$ cat config.mk
export PLATFORM = sky130hd
export DESIGN_NAME = leaf_user_rr_merge
export DESIGN_NICKNAME = d
export VERILOG_FILES = /design/src/rtl/leaf_user_pkg.sv /design/src/rtl/leaf_user_sync_fifo.sv /design/src/rtl/leaf_user_rr_merge.sv
export SDC_FILE = /design/constraint.sdc
export NUM_CORES = 1
export LEC_CHECK = 0
export ABC_AREA = 1
export BUFFER_PORTS_ARGS = -buffer_cell sky130_fd_sc_hd__buf_2
export CORE_MARGIN = 2
export CORE_UTILIZATION = 58
export CTS_CLUSTER_DIAMETER = 150
export DETAILED_ROUTE_END_ITERATION = 16
export PLACE_DENSITY = 0.89
export REMOVE_ABC_BUFFERS = 1
export SLEW_MARGIN = 20
export SYNTH_ARGS = -nofsm -noshare
export SYNTH_HDL_FRONTEND = slang
export SYNTH_SLANG_ARGS = --single-unit
$ cat constraint.sdc
create_clock -name clk_user -period 5.8 [get_ports clk_user]
set_clock_uncertainty 0.2 [all_clocks]
set_input_delay 0.87 -clock clk_user [delete_from_list [all_inputs] [get_ports clk_user]]
set_output_delay 0.87 -clock clk_user [all_outputs]
set_load 0.02 [all_outputs]
$ cat src/rtl/leaf_user_pkg.sv
// Shared constants and helpers for the leaf user-side merge kernel.
package leaf_user_pkg;
    localparam int PAYLOAD_BITS_DEFAULT = 32;
    localparam int MAX_IN = 8;
    localparam int IDX_W = 3;

    function automatic int ptr_width(input int depth);
        return (depth > 1) ? $clog2(depth) : 1;
    endfunction

    function automatic logic [IDX_W-1:0] onehot_to_idx(input logic [MAX_IN-1:0] oh);
        logic [IDX_W-1:0] idx;
        idx = '0;
        for (int i = 0; i < MAX_IN; i++) begin
            if (oh[i]) idx = idx | IDX_W'(i);
        end
        return idx;
    endfunction
endpackage

$ cat src/rtl/leaf_user_sync_fifo.sv
// leaf_user_sync_fifo: single-clock FIFO whose head word is held in its own register.
// Latency: a word pushed at edge N is on head_dat_o after edge N; no bypass.
// Backpressure: full_o comes from the registered count; pushes while full and pops while empty are ignored.
module leaf_user_sync_fifo
    import leaf_user_pkg::*;
#(
    parameter int WIDTH = PAYLOAD_BITS_DEFAULT,
    parameter int DEPTH = 8
) (
    input  logic                      clk,
    input  logic                      rst_n,
    input  logic                      push_i,
    input  logic [WIDTH-1:0]          push_dat_i,
    input  logic                      pop_i,
    output logic [WIDTH-1:0]          head_dat_o,
    output logic                      full_o,
    output logic                      empty_o,
    output logic [ptr_width(DEPTH):0] count_o
);
    localparam int PW = ptr_width(DEPTH);
    localparam int CW = PW + 1;

    logic [WIDTH-1:0] mem_q [DEPTH];
    logic [PW-1:0]    wr_ptr_q, wr_ptr_d;
    logic [PW-1:0]    rd_ptr_q, rd_ptr_d;
    logic [CW-1:0]    count_q, count_d;
    logic [WIDTH-1:0] head_q, head_d;
    logic             push_ok, pop_ok;

    assign full_o     = (count_q == CW'(DEPTH));
    assign empty_o    = (count_q == '0);
    assign count_o    = count_q;
    assign head_dat_o = head_q;
    assign push_ok    = push_i && !full_o;
    assign pop_ok     = pop_i && !empty_o;

    always_comb begin
        wr_ptr_d = wr_ptr_q + PW'(push_ok);
        rd_ptr_d = rd_ptr_q + PW'(pop_ok);
        count_d  = count_q;
        if (push_ok && !pop_ok) begin
            count_d = count_q + CW'(1);
        end else if (!push_ok && pop_ok) begin
            count_d = count_q - CW'(1);
        end
        // The next head is either already stored or is the word being written right now.
        head_d = head_q;
        if (count_d != '0) begin
            head_d = (push_ok && (wr_ptr_q == rd_ptr_d)) ? push_dat_i : mem_q[rd_ptr_d];
        end
    end

    always_ff @(posedge clk) begin
        if (push_ok) mem_q[wr_ptr_q] <= push_dat_i;
    end

    always_ff @(posedge clk) begin
        if (!rst_n) begin
            wr_ptr_q <= '0;
            rd_ptr_q <= '0;
            count_q  <= '0;
            head_q   <= '0;
        end else begin
            wr_ptr_q <= wr_ptr_d;
            rd_ptr_q <= rd_ptr_d;
            count_q  <= count_d;
            head_q   <= head_d;
        end
    end
endmodule

$ cat src/rtl/leaf_user_rr_merge.sv
// leaf_user_rr_merge: round-robin merge of NUM_IN vld/ack streams into one stream through a FIFO.
// Latency: a word accepted at edge N is presented on the output after edge N.
// Backpressure: all input acks drop while the registered FIFO count is full. Optional RR_MERGE_STATS_EN adds counters.
module leaf_user_rr_merge
    import leaf_user_pkg::*;
#(
    parameter int NUM_IN       = 5,
    parameter int PAYLOAD_BITS = PAYLOAD_BITS_DEFAULT,
    parameter int FIFO_DEPTH   = 8
) (
    input  logic                           clk_user,
    input  logic                           reset,
    input  logic [NUM_IN*PAYLOAD_BITS-1:0] dout_leaf_interface2user,
    input  logic [NUM_IN-1:0]              vld_interface2user,
    output logic [NUM_IN-1:0]              ack_user2interface,
    output logic [PAYLOAD_BITS-1:0]        din_leaf_user2interface,
    output logic                           vld_user2interface,
    input  logic                           ack_interface2user
`ifdef RR_MERGE_STATS_EN
    ,
    output logic [31:0]                    words_out_cnt,
    output logic [31:0]                    stall_cnt
`endif
);
    localparam int CW = ptr_width(FIFO_DEPTH) + 1;

    logic [IDX_W-1:0]        last_grant_q, last_grant_d;
    logic [NUM_IN-1:0]       grant_oh;
    logic [NUM_IN-1:0]       scan_sel;
    logic [CW-1:0]           fifo_count;
    logic                    fifo_full, fifo_empty;
    logic                    push, pop;
    logic [PAYLOAD_BITS-1:0] push_dat;
    int                      scan_idx;

    // Scan from farthest to nearest so the nearest valid stream after last_grant wins.
    always_comb begin
        grant_oh = '0;
        scan_sel = '0;
        scan_idx = 0;
        if (!fifo_full) begin
            for (int off = NUM_IN; off >= 1; off--) begin
                scan_idx = int'(last_grant_q) + off;
                if (scan_idx >= NUM_IN) scan_idx = scan_idx - NUM_IN;
                scan_sel = NUM_IN'(1) << scan_idx;
                if ((vld_interface2user & scan_sel) != '0) grant_oh = scan_sel;
            end
        end
    end

    assign ack_user2interface = reset ? grant_oh : '0;
    assign push               = |ack_user2interface;

    always_comb begin
        push_dat = '0;
        for (int k = 0; k < NUM_IN; k++) begin
            if (ack_user2interface[k]) push_dat = dout_leaf_interface2user[k*PAYLOAD_BITS +: PAYLOAD_BITS];
        end
    end

    always_comb begin
        last_grant_d = last_grant_q;
        if (push) last_grant_d = onehot_to_idx(MAX_IN'(ack_user2interface));
    end

    always_ff @(posedge clk_user) begin
        if (!reset) begin
            last_grant_q <= IDX_W'(NUM_IN - 1);
        end else begin
            last_grant_q <= last_grant_d;
        end
    end

    assign vld_user2interface = (fifo_count != '0);
    assign pop                = ack_interface2user && !fifo_empty;

    leaf_user_sync_fifo #(
        .WIDTH (PAYLOAD_BITS),
        .DEPTH (FIFO_DEPTH)
    ) u_fifo (
        .clk        (clk_user),
        .rst_n      (reset),
        .push_i     (push),
        .push_dat_i (push_dat),
        .pop_i      (pop),
        .head_dat_o (din_leaf_user2interface),
        .full_o     (fifo_full),
        .empty_o    (fifo_empty),
        .count_o    (fifo_count)
    );

`ifdef RR_MERGE_STATS_EN
    logic [31:0] words_out_cnt_q, stall_cnt_q;

    always_ff @(posedge clk_user) begin
        if (!reset) begin
            words_out_cnt_q <= '0;
            stall_cnt_q     <= '0;
        end else begin
            if (pop) words_out_cnt_q <= words_out_cnt_q + 32'd1;
            if (vld_user2interface && !ack_interface2user) stall_cnt_q <= stall_cnt_q + 32'd1;
        end
    end

    assign words_out_cnt = words_out_cnt_q;
    assign stall_cnt     = stall_cnt_q;
`endif
endmodule

==> results.txt <==
Non-Filler Instances -> 2,079
Routed vias/inst -> 5.968
Antenna violations before repair -> 0
Worst stage delay on the critical path -> 0.59 ns
Cts repair resizes -> 0
Commonest non-fill, non-tap cells in the layout -> nand2_1, edfxtp_1, nor2_1
CP startpoint -> last_grant_q[1]
Synth Instances -> 1,548
Clock latency on the worst-skew pair -> 0.57 ns
Row cnt -> 57
Slew Viols, Final -> 0
Synth async-reset ratio -> 0%
Final ANT Viol Nets -> 0
Final Setup Violations -> 0
Synthesized flop and latch total -> 301
Met3 Use GR -> 4.392%
Critical Path Fanout Max -> 15
Number of library cell types mapped by synthesis -> 43
CTS tree -> done
Worst slew margin -> 33.84%
CTS buffer count -> 29
Final Critical Period -> 5.390 ns
Min-delay src -> u_fifo.head_dat_o[16]
Worst path slowest cell -> inv_1
Final #Nets -> 1,920
Worst setup path category -> reg2out
Delay-heaviest family, CP -> buffers and inverters
Via count -> 12,410
Critical-path cell list -> inv_1, ha_1, inv_2, nand2_2, nor2_2, o21ai_2, xor2_1, nand4_1, o21ai_0, nand2_1, nand2_1, o211ai_1, nand3_1, nand2_2, inv_1, buf_2
N_diodes -> 0
R2r setup slk -> 0.87 ns
Worst Tran Pin Value -> 0.9924 ns
RePlAce Congestion -> 0.9033
Clock Path Buffers -> 3
Max Fclk -> 0.1855 GHz
Worst setup SP type -> flip-flop
Worst setup EP type -> output pin
Final setup TNS -> 0 ns
Worst r2r path cells -> 18
WL per Instance -> 19.04 microns
Port bufs -> 205
Core Area -> 24,460 sq um
Hold buffers post-CTS -> 0
Synth warn -> 0
Drt total wl -> 39,580 microns
DRT iter0 DRCs -> 1,335
Final worst path period share -> 92.92%
Total clock sinks -> 301
Final hold vios -> 0
Design Area, Final -> 16,960 sq um
Worst R2R End -> u_fifo.mem_q[4][26]
Overall die area -> 26,330 sq um
Hold Path Cell Cnt -> 2
Largest net degree at the start of global routing -> 101
Total of max-cap violations -> 0
Predominant post-synthesis flop cell -> edfxtp_1
Share of layout cells above drive strength 1 -> 19.60%
Placed cell areas -> 15,970 sq um
Status -> finished clean
Remaining DRCs -> 0
CTS H-tree lvls -> 1
Worst min path class -> reg2reg
R2R Path Start -> last_grant_q[1]
Fillers -> 1,671
Global-route wire length before repair -> 60,890 microns
Area Overhead vs Synth -> 16.75%
Clk slew on worst S/H paths -> 0.06 ns
Avg Cell Area, Syn -> 9.386 sq um
Vias in the first global route -> 12,020
Final Core Density -> 69.35%
Multi-input gate area -> 5365 sq um
WHS Endpoint -> u_fifo.head_dat_o[16]
RSZ-0062 raised after global routing -> no
Die W -> 162.3 microns
DP Cell Count -> 2,025
Worst EP required -> 4.73 ns
Most common cell after layout, fill and taps aside -> nand2_1
Seq/Total Area, Yosys -> 59.11%
Grt ovf -> 0
Drt pass-1 iters -> 5
Grt met1 use -> 35.78%
Initial Util -> 59.40%
Mapped cell area -> 14,530 sq um
GRT Total Usage -> 29.40%
Die Span Y -> 162.3 microns
IO Pins -> 206
Root Driver -> clkbuf_16
GR Layer Usage met2 -> 50.93%
Post-synth EDFFs -> 256
Seq. cell area -> 8588 sq um
Worst Path Arrival -> 4.32 ns
Post-CTS Setup Bufs -> 0
GRT Max-Usage Layer -> met2
Hpwl dp -> 24,050 microns
Number of buffers and inverters on the critical path -> 4
==> worst max path at each step <==
stage / depth (start not counted) / slack [ns] / endpoint
detailed placement: 18 / 0.87 / u_fifo.mem_q[4][24]
global route: 19 / 0.05 / ack_user2interface[1]
CTS: 16 / 0.41 / ack_user2interface[4]
floorplan: 17 / -0.59 / u_fifo.head_dat_o[10]
global placement: 18 / 0.99 / u_fifo.mem_q[4][24]
finish: 16 / 0.41 / ack_user2interface[4]
==> cells by family (layout without fill, tap and decap cells) <==
logic type | Yosys count | in the layout | synth area share [%]
simple gates | 718 | 718 | 21.06
fa+ha+maj | 20 | 20 | 1.774
buf+inv | 161 | 368 | 4.504
xor+xnor | 6 | 6 | 0.3617
flops | 301 | 301 | 59.11
compound gates | 342 | 342 | 13.19
==> layer usage <==
layer | share of wire [%] | vias to the layer above | wire [microns]
li1 | - | 5736 | -
met1 | 37 | 5719 | 14450
met2 | 49 | 803 | 19300
met3 | 10 | 150 | 4030
met4 | 4.5 | 0 | 1795
met5 | 0 | - | 0
==> cells in the mapped netlist (all sizes together) (2+ instances only) <==
cell | number | area (sq um)
nand2 | 370 | 1439
edfxtp | 256 | 7687
nor2 | 234 | 935.9
o21ai | 210 | 1070
inv | 76 | 287.8
nand3 | 68 | 372.9
clkbuf | 64 | 240.2
a21oi | 60 | 307.8
dfxtp | 45 | 900.9
o22ai | 33 | 206.5
o221ai | 32 | 280.3
nand3b | 21 | 157.7
buf | 20 | 122.6
ha | 19 | 237.7
nand4 | 11 | 68.82
nor3 | 11 | 65.06
o211ai | 3 | 22.52
xnor2 | 3 | 26.28
xor2 | 3 | 26.28
o21bai | 2 | 15.01
or2 | 2 | 12.52
==> registers in the layout, indices dropped and copies added (netlist names) <==
signal             count
u_fifo.head_dat_o     32
u_fifo.mem_q         256
u_fifo.wr_ptr_q        3
u_fifo.count_o         4
last_grant_q           3
u_fifo.rd_ptr_q        3
==> stage by stage <==
| step | hold WS (ns) | setup WS (ns) |
|---|---|---|
| 2_1_floorplan | 0.3055 | -0.5873 |
| 5_1_grt | 0.3107 | 0.04862 |
| 6_report | 0.2787 | 0.4104 |
| 3_3_place_gp | 0.2600 | 0.9923 |
| 4_1_cts | 0.2834 | 0.4057 |
| 3_5_place_dp | 0.2703 | 0.8696 |
==> final cells by class <==
cell class,count,share of cell area (%)
clock buffers,32,4.344
clock inverters,22,1.527
well taps,324,2.390
inverters,77,1.726
flip-flops and latches,301,50.63
multi-input cells,1086,31.63
repair buffers,237,7.759
==> tightest hold or removal path: stages, from the launching register on <==
cell and delay (ns):
dfxtp_1 0.32, nor2_1 0.04, nor2_1 0.08
Power is left out: the tool's default activity adds up to more than one toggle a clock period on the data nets, which glitch-free logic cannot reach.
